## config.mk

```make
export PLATFORM = sky130hd
export DESIGN_NAME = tlb_walker
export DESIGN_NICKNAME = d
export VERILOG_FILES = /design/src/rtl/tlb_pkg.sv /design/src/rtl/tlb_walk_arb.sv /design/src/rtl/tlb_walker.sv
export SDC_FILE = /design/constraint.sdc
export NUM_CORES = 1
export LEC_CHECK = 0
export BUFFER_PORTS_ARGS = -buffer_cell sky130_fd_sc_hd__buf_4
export CAP_MARGIN = 30
export CORE_ASPECT_RATIO = 1.75
export CORE_MARGIN = 2
export CORE_UTILIZATION = 49
export CTS_BUF_LIST = sky130_fd_sc_hd__clkbuf_8 sky130_fd_sc_hd__clkbuf_16
export DETAILED_ROUTE_END_ITERATION = 7
export HOLD_SLACK_MARGIN = 0.06
export PLACE_DENSITY_LB_ADDON = 0.1
export SYNTH_ARGS = -nofsm -noshare
export SYNTH_HDL_FRONTEND = slang
export SYNTH_SLANG_ARGS = --single-unit
```

## constraint.sdc

```tcl
create_clock -name clk -period 3.7 [get_ports clk]
set_clock_uncertainty 0.05 [all_clocks]
set_input_delay 0.185 -clock clk [delete_from_list [all_inputs] [get_ports clk]]
set_output_delay 0.185 -clock clk [all_outputs]
set_load 0.02 [all_outputs]
```

## src/rtl/tlb_pkg.sv

```systemverilog
// rtl/tlb_pkg.sv - shared types, fault codes and PTE/key layout for the TLB refill walker
package tlb_pkg;

    typedef enum logic [2:0] {
        ST_IDLE,
        ST_READ,
        ST_FILL,
        ST_DONE,
        ST_FAULT,
        ST_FLUSH
    } state_e;

    localparam logic [7:0] FC_NOT_PRESENT = 8'h84;
    localparam logic [7:0] FC_PROT        = 8'h85;
    localparam logic [7:0] FC_BUS_TIMEOUT = 8'h86;

    localparam int PTE_V         = 0;
    localparam int PTE_U         = 1;
    localparam int PTE_FRAME_LSB = 12;
    localparam int PTE_FRAME_W   = 6;

    localparam int PID_W = 12;
    localparam int VPN_W = 20;

    // One 4-byte PTE per VPN; the sum wraps modulo 2^32.
    function automatic logic [31:0] pte_addr(input logic [31:0] base, input logic [31:0] key);
        return base + {10'b0, key[VPN_W-1:0], 2'b00};
    endfunction

endpackage

```

## src/rtl/tlb_walk_arb.sv

```systemverilog
// rtl/tlb_walk_arb.sv - two-port round-robin grant for TLB miss requests
module tlb_walk_arb (
    input  logic clk,
    input  logic rst,
    input  logic clk_en,
    input  logic req0_i,
    input  logic req1_i,
    input  logic take_i,
    output logic gnt_valid_o,
    output logic gnt_port_o
);

    logic last_grant_q, last_grant_d;

    // Contention goes to the port not served last; otherwise the lone requester wins.
    assign gnt_port_o  = (req0_i && req1_i) ? ~last_grant_q : req1_i;
    assign gnt_valid_o = req0_i || req1_i;

    always_comb begin
        last_grant_d = last_grant_q;
        if (take_i) begin
            last_grant_d = gnt_port_o;
        end
    end

    always_ff @(posedge clk or posedge rst) begin
        if (rst) begin
            last_grant_q <= 1'b0;
        end else if (clk_en) begin
            last_grant_q <= last_grant_d;
        end
    end

endmodule

```

## src/rtl/tlb_walker.sv

```systemverilog
// rtl/tlb_walker.sv - TLB refill controller: arbitrates misses, reads PTEs, fills/flushes the TLB
// Optional READ bus timeout enabled by defining WALK_TIMEOUT_EN.
module tlb_walker
    import tlb_pkg::*;
#(
    parameter int TIMEOUT_CYCLES = 1024,
    parameter int TO_W           = 10
) (
    input  logic        clk,
    input  logic        rst,
    input  logic        clk_en,
    input  logic [31:0] ptbr,
    input  logic        miss0_req,
    input  logic [31:0] miss0_key,
    input  logic        miss0_kmode,
    input  logic        miss1_req,
    input  logic [31:0] miss1_key,
    input  logic        miss1_kmode,
    output logic        done0,
    output logic        done1,
    output logic        fault0,
    output logic        fault1,
    output logic [7:0]  fault_code,
    input  logic        flush_req,
    output logic        mem_req,
    output logic [31:0] mem_addr,
    input  logic        mem_ready,
    input  logic [31:0] mem_rdata,
    output logic        tlb_we,
    output logic [31:0] tlb_key,
    output logic [31:0] tlb_data,
    output logic        tlb_clear,
    output logic        busy
);

    state_e                   state_q, state_d;
    logic [31:0]              key_q;
    logic                     kmode_q;
    logic                     port_q;
    logic [PTE_FRAME_W-1:0]   frame_q;
    logic [7:0]               fc_q;
    logic                     flush_pend_q, flush_pend_d;
    logic                     gnt_valid, gnt_port, take;
    logic                     pte_ok;
    logic                     read_expired;
    logic                     unused_pte;

    assign take   = (state_q == ST_IDLE) && !flush_req && !flush_pend_q && gnt_valid;
    assign pte_ok = mem_rdata[PTE_V] && (kmode_q || mem_rdata[PTE_U]);
    assign unused_pte = ^{mem_rdata[31:PTE_FRAME_LSB+PTE_FRAME_W], mem_rdata[PTE_FRAME_LSB-1:2]};

    tlb_walk_arb u_arb (
        .clk         (clk),
        .rst         (rst),
        .clk_en      (clk_en),
        .req0_i      (miss0_req),
        .req1_i      (miss1_req),
        .take_i      (take),
        .gnt_valid_o (gnt_valid),
        .gnt_port_o  (gnt_port)
    );

`ifdef WALK_TIMEOUT_EN
    localparam logic [TO_W-1:0] TO_LAST = TO_W'(TIMEOUT_CYCLES - 1);
    logic [TO_W-1:0] to_cnt_q;

    assign read_expired = (state_q == ST_READ) && !mem_ready && (to_cnt_q == TO_LAST);

    always_ff @(posedge clk or posedge rst) begin
        if (rst) begin
            to_cnt_q <= '0;
        end else if (clk_en) begin
            if (take) begin
                to_cnt_q <= '0;
            end else if (state_q == ST_READ) begin
                to_cnt_q <= to_cnt_q + 1'b1;
            end
        end
    end
`else
    logic unused_to_cfg;
    assign unused_to_cfg = (TIMEOUT_CYCLES > 0) ^ (TO_W > 0);
    assign read_expired  = 1'b0;
`endif

    always_ff @(posedge clk or posedge rst) begin
        if (rst) begin
            state_q <= ST_IDLE;
        end else if (clk_en) begin
            state_q <= state_d;
        end
    end

    always_comb begin
        state_d = state_q;
        unique case (state_q)
            ST_IDLE: begin
                if (flush_req || flush_pend_q) begin
                    state_d = ST_FLUSH;
                end else if (gnt_valid) begin
                    state_d = ST_READ;
                end
            end
            ST_READ: begin
                if (mem_ready) begin
                    state_d = pte_ok ? ST_FILL : ST_FAULT;
                end else if (read_expired) begin
                    state_d = ST_FAULT;
                end
            end
            ST_FILL:  state_d = ST_DONE;
            ST_DONE:  state_d = ST_IDLE;
            ST_FAULT: state_d = ST_IDLE;
            ST_FLUSH: state_d = ST_IDLE;
            default:  state_d = ST_IDLE;
        endcase
    end

    // A flush seen mid-walk is remembered; one seen in FLUSH itself is absorbed.
    always_comb begin
        flush_pend_d = flush_pend_q;
        if (state_q == ST_FLUSH) begin
            flush_pend_d = 1'b0;
        end else if (flush_req && state_q != ST_IDLE) begin
            flush_pend_d = 1'b1;
        end
    end

    always_ff @(posedge clk or posedge rst) begin
        if (rst) begin
            key_q        <= '0;
            kmode_q      <= 1'b0;
            port_q       <= 1'b0;
            frame_q      <= '0;
            fc_q         <= '0;
            flush_pend_q <= 1'b0;
        end else if (clk_en) begin
            flush_pend_q <= flush_pend_d;
            if (take) begin
                key_q   <= gnt_port ? miss1_key : miss0_key;
                kmode_q <= gnt_port ? miss1_kmode : miss0_kmode;
                port_q  <= gnt_port;
            end
            if (state_q == ST_READ && mem_ready) begin
                frame_q <= mem_rdata[PTE_FRAME_LSB +: PTE_FRAME_W];
                fc_q    <= mem_rdata[PTE_V] ? FC_PROT : FC_NOT_PRESENT;
            end else if (read_expired) begin
                fc_q    <= FC_BUS_TIMEOUT;
            end
        end
    end

    // Pulses are gated by the live request so a withdrawn requester sees nothing.
    always_comb begin
        mem_req    = 1'b0;
        mem_addr   = '0;
        tlb_we     = 1'b0;
        tlb_key    = '0;
        tlb_data   = '0;
        tlb_clear  = 1'b0;
        done0      = 1'b0;
        done1      = 1'b0;
        fault0     = 1'b0;
        fault1     = 1'b0;
        fault_code = '0;
        unique case (state_q)
            ST_READ: begin
                mem_req  = 1'b1;
                mem_addr = pte_addr(ptbr, key_q);
            end
            ST_FILL: begin
                tlb_we   = 1'b1;
                tlb_key  = key_q;
                tlb_data = {{(32-PTE_FRAME_W){1'b0}}, frame_q};
            end
            ST_DONE: begin
                done0 = !port_q && miss0_req;
                done1 = port_q && miss1_req;
            end
            ST_FAULT: begin
                fault0     = !port_q && miss0_req;
                fault1     = port_q && miss1_req;
                fault_code = (fault0 || fault1) ? fc_q : 8'h00;
            end
            ST_FLUSH: tlb_clear = 1'b1;
            default: ;
        endcase
    end

    assign busy = (state_q != ST_IDLE) || flush_pend_q;

endmodule

```

==> results of run 1 <==
[cell usage in the layout, fill, tap and decap left out, types with 7 or more instances in the layout]
master,count
ha_1,20
nand2_1,32
o21a_1,10
o21ai_0,10
inv_1,7
a21oi_2,10
mux2i_1,38
nand2b_1,8
nor3_1,19
nand3_1,9
nor2_1,63
buf_4,198
dfrtp_1,46
mux2_2,8
a21o_1,8
nand4_1,9
and2_1,7
conb_1,31
a21oi_1,50
and3_1,43
[metrics by stage]
step	cell area, um^2	instances
final	5896	824
after CTS	5866	822
after global placement	5718	814
after floorplan	4477	565
after global routing	5896	824
after detailed placement	5718	814
[synthesized netlist by cell type (3+ instances only)]
cell	instances	share of area, %
inv_1	7	0.60
nor3b_1	3	0.52
o21ai_0	10	1.1
buf_4	36	6.2
o21ai_1	3	0.34
xnor2_1	4	0.80
dfrtp_1	46	26
nand2_1	32	2.8
a21oi_1	50	5.7
nor3_1	19	2.2
mux2_2	8	2.1
clkbuf_1	18	1.5
o21a_1	10	1.7
and3_1	43	6.2
ha_1	20	5.7
o21bai_1	3	0.52
nand3_1	9	1.0
and2_1	7	1.0
nand2b_1	8	1.1
nor2b_1	4	0.57
xor2_1	5	1.0
nand4_1	9	1.3
a21boi_0	3	0.52
a21oi_2	10	2.0
a21o_1	8	1.4
buf_2	9	1.0
mux2i_1	38	8.7
o211ai_1	4	0.69
nor2_1	64	5.5
[cell type report]
type	count	share of cell area [%]
Timing Repair Buffer	200	25.72
Tap cell	117	2.483
Sequential cell	46	19.52
Clock buffer	6	2.356
Multi-Input combinational cell	446	49.32
Inverter	7	0.4457
Clock inverter	2	0.1486
[logic make-up after synthesis]
| group | count (synthesis) | synth area share [%] |
|---|---|---|
| AO/OA/AOI/OAI | 126 | 19.50 |
| multiplexers | 46 | 10.78 |
| other | 1 | 0.08593 |
| adder cells (fa/ha/maj) | 21 | 6.193 |
| flip-flops | 46 | 26.38 |
| XOR/XNOR | 9 | 1.806 |
| buffers and inverters | 73 | 10.01 |
| AND/OR/NAND/NOR | 213 | 25.26 |
[state kept, by name, indices dropped and copies added, names as in the netlist]
register / cells
key_q: 32
frame_q: 6
state_q: 3
fc_q: 2
flush_pend_q: 1
kmode_q: 1
u_arb.last_grant_q: 1
[where the power goes]
group / leakage [nW] / internal [mW] / switching, mW
combinational: 2.40 / 1.26 / 1.78
sequential: 0.527 / 0.756 / 0.207
clock: 0.0780 / 0.265 / 0.184
total: 3.01 / 2.28 / 2.17
[worst min path at each step]
| stage | slack (ps) | to | startpoint |
|---|---|---|---|
| floorplan | 220 | flush_pend_q | clk_en |
| finish | 70 | flush_pend_q | clk_en |
| global placement | 360 | flush_pend_q | clk_en |
| CTS | 60 | flush_pend_q | clk_en |
| global route | 70 | frame_q[0] | mem_rdata[12] |
| detailed placement | 360 | flush_pend_q | clk_en |
[critical path, cell delays in order (launching register included)]
cell	delay [ps]
dfrtp_1	390
ha_1	370
a21oi_1	300
o211ai_1	160
a221o_1	390
or3_1	440
o21ai_1	190
mux2i_1	200
buf_4	160
[routing by layer]
metal	share of wire, %	global-route usage (%)	vias up	routed length, um
met5	0	0	-	0
met4	5.0	15.17	0	666
met3	6.4	4.777	45	856
met2	54	48.49	202	7203
met1	35	28.79	2040	4623
li1	-	-	2204	-
==> impl_metrics.toml, run 1 <==
[finish]
multiInputGateArea_um2 = 2908
register_area_um2 = 1151
syn2layout_area_growth_pct = 35.09
antennaDiodeCount = 0
fin_util_pct = 67.99
drive_gt1_share_pct = 33.80
nFillCells = 770
nets = 864

[floorplan]
dieWidth_um = 75.34
pin_count = 249
initial_core_util_pct = 50.33
row_count = 45
die_area_um2 = 9707
coreArea_um2 = 8671
die_y_um = 128.8

[drt]
dr.pass1.iters = 4
wirelength_um = 13350
vias = 4491
first_iter_violations = 295
ant_nets = 0
viasPerCell = 5.450
drcViolationCount = 0
wire_per_inst_um = 16.20

[logic_synthesis]
ys_types = 64
synthFlopType = "dfrtp_1"
yosys_register_bits = 46
syn_inst = 535
avgSynthCellArea_um2 = 8.157
synth_edf_count = 0
yosys_warnings = 0
syn-cell-area_um2 = 4364
seq_area_frac_synth_pct = 26.38
async_flop_share_pct = 100.0

[timing]
finalCritPeriodShare_pct = 84.28
final_hold_viol_count = 0
worst_pin_slew_ps = 630.9
fmax_ghz = 0.3207
setup_ws_ps = 581.8
max_slew_margin_pct = 57.89
slew_violations = 0
rsz0062_at_grt = "no"
hold_ws_ps = 69.18
fin_setup_tns_ps = 0
fin_crit_ps = 3118
setup_viol = 0

[setup_path]
reg2reg_to = "frame_q[5]"
reg2reg_depth = 6
rr_startpoint = "state_q[2]"
path_class = "reg2out"
cp-start-kind = "flip-flop"
crit_fanout = 7
reg2reg_slack_ps = 1150
arrival_ps = 2880
crit_required_ps = 3460
worstSetupEndpointType = "primary output"
startpoint = "key_q[11]"
endpoint = "mem_addr[28]"

[clocking]
cts_buffers = 5
postCtsSetupBuffers = 0
cts_hold_buf = 0
cts_tree = "built"
path_clk_slew_ps = 60
cts-resized-gates = 0
cts_sinks = 46
clk_latency_ps = 290
cts_root_buf = "clkbuf_16"
cts.htree.levels = 2
cts_max_path_buffers = 2

[placement]
port_buffers = 193
pre_cts_slack_ps = 907.1
post-dp-hpwl_um = 10640
gp_congestion = 0.9405

[power]
p_leak_nw = 3.007
p_total_mw = 4.447
p_per_area_nw_per_um2 = 754.4
peakVddDrop_mv = 0.5275

[job]
cap_violations = 0

[grt]
grt_overflow = 0
grt_pass1_wl_um = 20370
grt_pass1_vias = 4431
grt_max_degree = 57
grt_use_total_pct = 27.14
antenna_found_initial = 0

[status]
status = "completed"

[min_path]
min_path_cells = 2
min_path_type = "in2reg"
Note: power is estimated with default switching activity, not from simulation.
==> run 2: changes to the inputs <==
--- a/config.mk
+++ b/config.mk
@@ -5,11 +5,12 @@
 export SDC_FILE = /design/constraint.sdc
 export NUM_CORES = 1
 export LEC_CHECK = 0
+export ABC_AREA = 1
 export BUFFER_PORTS_ARGS = -buffer_cell sky130_fd_sc_hd__buf_4
 export CAP_MARGIN = 30
 export CORE_ASPECT_RATIO = 1.75
 export CORE_MARGIN = 2
-export CORE_UTILIZATION = 49
+export CORE_UTILIZATION = 47
 export CTS_BUF_LIST = sky130_fd_sc_hd__clkbuf_8 sky130_fd_sc_hd__clkbuf_16
 export DETAILED_ROUTE_END_ITERATION = 7
 export HOLD_SLACK_MARGIN = 0.06
==> constraint.sdc (replaced) <==
create_clock -name clk -period 3.2 [get_ports clk]
set_clock_uncertainty 0.05 [all_clocks]
set_input_delay 0.16 -clock clk [delete_from_list [all_inputs] [get_ports clk]]
set_output_delay 0.16 -clock clk [all_outputs]
set_load 0.02 [all_outputs]
==> run 2 against run 1 <==
Compared with the run above: synthesized cell count grew 50%; die area up 13%; non-clock buffer count increased by 2; synthesized area grew 9.4%; sequential share of layout area is 1.3 points lower; via count up 20%; setup slack worse by 96 ps; critical path depth grew 5; critical path type unchanged; critical endpoint is now mem_addr[16].
==> impl_metrics.toml, run 2 <==
[finish]
layout_common_cells = "nand2_1 (203), buf_4 (199), nor2_1 (146)"
fin_util_pct = 64.10
largest-register = "key_q"
syn2layout_area_growth_pct = 32.27
largest_reg_flops = 32
fin_area_um2 = 6314
antennaDiodeCount = 0
nets = 1142
final_common_cell = "nand2_1"
top_regs = "key_q (32), frame_q (6), state_q (3)"
drive_gt1_share_pct = 23.58
fin_cells = 1109

[logic_synthesis]
syn-cell-area_um2 = 4773
yosys_register_bits = 46
yosys_warnings = 0
async_flop_share_pct = 100.0
seq_area_frac_synth_pct = 24.12
avgSynthCellArea_um2 = 5.952
yosys.cell_count.top_type = "nand2_1"
synthFlopType = "dfrtp_1"
ys_types = 36
synth_top_area_share_pct = 24.12
synth_largest_area_cell = "dfrtp_1"
synth_edf_count = 0
synth_top_cells_by_count = "nand2_1 (203), nor2_1 (146), inv_1 (131)"
synthTopCellsByArea = "dfrtp_1 (24%), nand2_1 (16%), nor2_1 (11%)"
syn_inst = 802

[drt]
vias = 5410
wire_per_inst_um = 13.35
first_iter_violations = 210
viasPerCell = 4.878
dr.pass1.iters = 4
ant_nets = 0
drcViolationCount = 0
wirelength_um = 14800

[setup_path]
worst_path_max_delay_cell = "dfrtp_1"
crit_fanout = 5
crit_chain = "ha_1 > inv_1 > fa_1 > inv_1 > nand3_1 > nand3_1 > nand2_1 > nand2_1 > inv_1 > o21bai_1 > nor2_1 > nor2_1 > buf_4"
worstSetupEndpointType = "primary output"
crit_required_ps = 2990
crit_family = "simple AND/OR/NAND/NOR gates"
worst_path_most_repeated_cell = "inv_1"
critPathMaxStageDelay_ps = 400
path_class = "reg2out"
cp-start-kind = "flip-flop"
startpoint = "key_q[0]"
arrival_ps = 2500
path_buf_inv = 4
rr_startpoint = "state_q[0]"

[timing]
slew_violations = 0
max_slew_margin_pct = 48.01
rsz0062_at_grt = "no"
setup_viol = 0
fmax_ghz = 0.3685
finalCritPeriodShare_pct = 84.81
fin_setup_tns_ps = 0
worst_pin_slew_ps = 778.0
fin_crit_ps = 2714
final_hold_viol_count = 0

[floorplan]
pin_count = 249
die_y_um = 137.3
coreArea_um2 = 9849
dieWidth_um = 80.18
die_area_um2 = 11010
initial_core_util_pct = 48.46
row_count = 48

[clocking]
cts_tree = "built"
path_clk_slew_ps = 60
cts_max_path_buffers = 2
cts_buffers = 5
cts.htree.levels = 2
cts_root_buf = "clkbuf_16"
cts_sinks = 46
clk_latency_ps = 290
postCtsSetupBuffers = 0

[grt]
grt_pass1_wl_um = 23090
grt_pass1_vias = 5000
grt_use_total_pct = 26.88
antenna_found_initial = 0
grt_overflow = 0
grt_max_degree = 40

[power]
peakVddDrop_mv = 0.5355
p_leak_nw = 3.627
p_per_area_nw_per_um2 = 753.8
p_total_mw = 4.759

[min_path]
min_path_type = "in2reg"
hp-start = "mem_rdata[12]"

[placement]
port_buffers = 193
placed_area_um2 = 6158
dp_cells = 1100
gp_congestion = 0.9366
post-dp-hpwl_um = 12070

[status]
status = "completed"

[job]
cap_violations = 0
-- run 2: changes by cell type in the layout (fill, tap and decap cells not counted), moves of 10 or more --
cell and change:
nand3_1 +57, a31oi_1 +26, nand2_1 +171, a21oi_2 -10, and3_1 -43, mux2i_1 -38
a21oi_1 -12, nor2_1 +83, inv_1 +123
-- run 2: layout make-up --
type	count	area, um^2
Clock buffer	5	125.1
Tap cell	125	156.4
Inverter	134	505.5
Sequential cell	46	1151
Multi-Input combinational cell	595	2831
Clock inverter	2	10.01
Fill cell	1003	3536
Timing Repair Buffer	202	1534
-- run 2: kinds of logic after synthesis --
logic type      after synthesis  share of synthesized area (%)
fa+ha+maj                    21                          5.662
mux                           1                         0.2359
xor+xnor                      2                         0.3670
simple gates                444                          38.27
compound gates               96                          12.35
buf+inv                     191                          18.93
flops                        46                          24.12
other cells                   1                        0.07856
-- run 2: report_power, final --
part           internal (mW)  total, mW  switching (mW)
registers              0.870       1.09           0.223
clock network          0.282      0.497           0.215
logic                   1.18       3.17            1.99
-- run 2: worst paths after layout --
path                                 to  slack (ps)  cells past startpoint
setup / recovery           mem_addr[16]         490                     13
hold / removal               frame_q[0]          60                      3
setup reg to reg              key_q[16]        1140                     10
hold reg to reg                 fc_q[2]         410                      2
max in group asynchronous      key_q[3]        2330                      4
min in group asynchronous    frame_q[1]         300                      3
-- run 2: per-stage QoR --
stage	hold WS, ps	setup WS [ps]
detailed placement	40.65	818.3
global placement	340.8	844.0
finish	63.00	486.1
CTS	60.76	484.3
global route	75.26	290.2
floorplan	212.3	1037
-- run 2: per-layer routing --
layer	share of wire [%]	vias to the layer above	wire [um]	GRT usage [%]
li1	-	2808	-	-
met1	35	2392	5130	26.66
met2	56	183	8241	52.64
met3	6.2	27	925	4.980
met4	3.4	0	506	11.49
met5	0	-	0	0
-- run 2: tightest hold or removal path: stages --
cell and delay [ps]:
buf_4 80, nor2_1 30, a21oi_1 90
-- run 2: what timing repair did --
| item | 4_1_cts | 5_1_grt |
|---|---|---|
| resized for setup | 0 | 0 |
| hold buffers | 2 | 0 |
| hold endpoints to repair | 47 | 0 |
| setup endpoints to repair | 0 | 0 |
==> run 3: changes to the inputs <==
--- a/config.mk
+++ b/config.mk
@@ -5,12 +5,12 @@
 export SDC_FILE = /design/constraint.sdc
 export NUM_CORES = 1
 export LEC_CHECK = 0
-export ABC_AREA = 1
+export ABC_AREA = 0
 export BUFFER_PORTS_ARGS = -buffer_cell sky130_fd_sc_hd__buf_4
 export CAP_MARGIN = 30
 export CORE_ASPECT_RATIO = 1.75
 export CORE_MARGIN = 2
-export CORE_UTILIZATION = 47
+export CORE_UTILIZATION = 41
 export CTS_BUF_LIST = sky130_fd_sc_hd__clkbuf_8 sky130_fd_sc_hd__clkbuf_16
 export DETAILED_ROUTE_END_ITERATION = 7
 export HOLD_SLACK_MARGIN = 0.06
==> constraint.sdc (replaced) <==
create_clock -name clk -period 2.3 [get_ports clk]
set_clock_uncertainty 0.05 [all_clocks]
set_input_delay 0.115 -clock clk [delete_from_list [all_inputs] [get_ports clk]]
set_output_delay 0.115 -clock clk [all_outputs]
set_load 0.02 [all_outputs]
==> run 3 against run 2 <==
Compared with the run above: the flow now finishes with violations (negative setup slack); sequential share of layout area shrank 3.0 points; cell count shrank 14%; hold slack gained 11 ps; first-iteration DRC count shrank 34%; routed wire length grew 11%; sequential power grew 43%; largest power group unchanged; global-route usage grew 1.7 points; utilization grew 9.4 points; total power grew 100%; critical endpoint is now mem_addr[28].
==> impl_metrics.toml, run 3 (synthesized netlist as in run 1, its figures left out) <==
[setup_path]
worstSetupEndpointType = "primary output"
critPathMaxStageDelay_ps = 420
crit_required_ps = 2130
reg2reg_depth = 5
endpoint = "mem_addr[28]"
crit_fanout = 4
path_class = "reg2out"
path_buf_inv = 1
rr_startpoint = "state_q[2]"
crit_family = "compound AO/OA/AOI/OAI gates"
cp-start-kind = "flip-flop"
crit_chain = "ha_4 > a21oi_1 > o21ai_0 > nor4b_2 > or3_4 > o21ai_4 > mux2i_2 > buf_4"
reg2reg_to = "frame_q[5]"
startpoint = "key_q[9]"
arrival_ps = 2600
path_depth = 8
worst_path_max_delay_cell = "dfrtp_1"
reg2reg_slack_ps = 360

[timing]
rsz0062_at_grt = "yes"
fmax_ghz = 0.3615
fin_crit_ps = 2766
worst_pin_slew_ps = 591.5
max_slew_margin_pct = 60.51
slew_violations = 0
setup_viol = 24
finalCritPeriodShare_pct = 120.3
fin_setup_tns_ps = -6818
final_hold_viol_count = 0
setup_ws_ps = -466.4

[power]
p_int_mw = 5.332
seqPwrFrac_pct = 16.1
switching_share_pct = 45.20
p_leak_nw = 3.687
p_per_area_nw_per_um2 = 1285
pwr-share-clk_pct = 7.5
power_switching_mw = 4.398
peakVddDrop_mv = 0.8577
p_comb_share_pct = 76.5

[drt]
wl_met1_um = 5672
vias = 5061
dr.pass1.iters = 4
wire_per_inst_um = 17.17
wl_met2_um = 9207
viasPerCell = 5.294
first_iter_violations = 139
drcViolationCount = 0
routed.top_layer = "met4"
route.met3.wl_um = 836
wirelength_um = 16410
ant_nets = 0

[clocking]
cts_tree = "built"
cts_max_path_buffers = 2
cts_sinks = 46
path_clk_slew_ps = 60
cts_root_buf = "clkbuf_16"
cts_buffers = 5
cts.htree.levels = 2
clk_latency_ps = 290

[grt]
grt_pass1_wl_um = 25700
antenna_found_initial = 0
grt_use_total_pct = 28.59
grt_pass1_vias = 5301
grt_overflow = 0
grt_max_degree = 57

[finish]
drive_gt1_share_pct = 52.83
syn2layout_area_growth_pct = 73.57
largest_reg_flops = 32
layout_common_cells = "buf_4 (289), nor2_1 (57), dfrtp_1 (46)"
nets = 986
fin_cells = 956
antennaDiodeCount = 0
largest-register = "key_q"
nFillCells = 811
fin_util_pct = 73.54
top_regs = "key_q (32), frame_q (6), state_q (3)"
final_common_cell = "buf_4"

[min_path]
min_path_type = "in2reg"

[floorplan]
coreArea_um2 = 10300
dieWidth_um = 81.99
die_area_um2 = 11520
initial_core_util_pct = 42.37
row_count = 49
die_y_um = 140.5
pin_count = 249

[job]
cap_violations = 0

[status]
violations = "negative setup slack"
status = "finished, violations left"

[placement]
dp_cells = 909
post-dp-hpwl_um = 12540
port_buffers = 193
gp_congestion = 0.9101
-- run 3: per-layer routing --
metal  up-vias  track usage [%]
met5         -                0
met4         0            14.39
met3        47            4.832
met2       199            53.96
met1      2372            28.50
li1       2443                -
-- run 3: final cells by class --
cell class	instances	area, um^2	share of cell area, %
Multi-Input combinational cell	446	3536	46.68
Clock inverter	2	8.758	0.1156
Tap cell	127	158.9	2.098
Timing Repair Buffer	322	2555	33.73
Sequential cell	46	1151	15.20
Inverter	7	26.28	0.3469
Clock buffer	6	138.9	1.833
-- run 3: power by group through the flow --
| stage | Clock, mW | Sequential (mW) | Combinational [mW] |
|---|---|---|---|
| floorplan | 0 | 1.40 | 3.59 |
| global placement | 0 | 1.48 | 5.99 |
| detailed placement | 0 | 1.50 | 6.07 |
| CTS | 0.748 | 1.55 | 7.03 |
| global route | 0.775 | 1.61 | 7.98 |
| finish | 0.727 | 1.56 | 7.44 |
-- run 3: worst min-delay path by stage --
stage,startpoint,end,cells after the start
final,miss0_key[21],key_q[21],3
after global routing,miss0_key[21],key_q[21],3
after CTS,miss0_key[21],key_q[21],3
after detailed placement,rst,key_q[23],2
after global placement,rst,key_q[23],2
after floorplan,clk_en,flush_pend_q,1
-- run 3: per-stage QoR --
stage          hold WS (ps)  setup slack [ps]  power (mW)  area, um^2
3_3_place_gp          162.3            -233.0       7.467        6439
6_report              73.53            -466.4       9.731        7575
5_1_grt               88.49            -537.2       10.36        7575
2_1_floorplan         147.0            -155.3       4.992        4522
4_1_cts               70.78            -444.6       9.326        7376
3_5_place_dp          177.5            -278.6       7.567        6439
-- run 3: worst register-to-register path, cell delays in order, from the launching register on --
cell and delay, ps:
dfrtp_1 420, nor2_2 220, nand2_1 210, inv_1 110, and3_1 430, mux2_2 390
-- run 3: what timing repair did --
item | in CTS | in global routing
resized for setup | 94 | 29
setup endpoints to repair | 24 | 26
hold buffers | 10 | 0
endpoints found under the hold margin | 34 | 0
pin swaps | 57 | 37
buffers inserted | 22 | 10
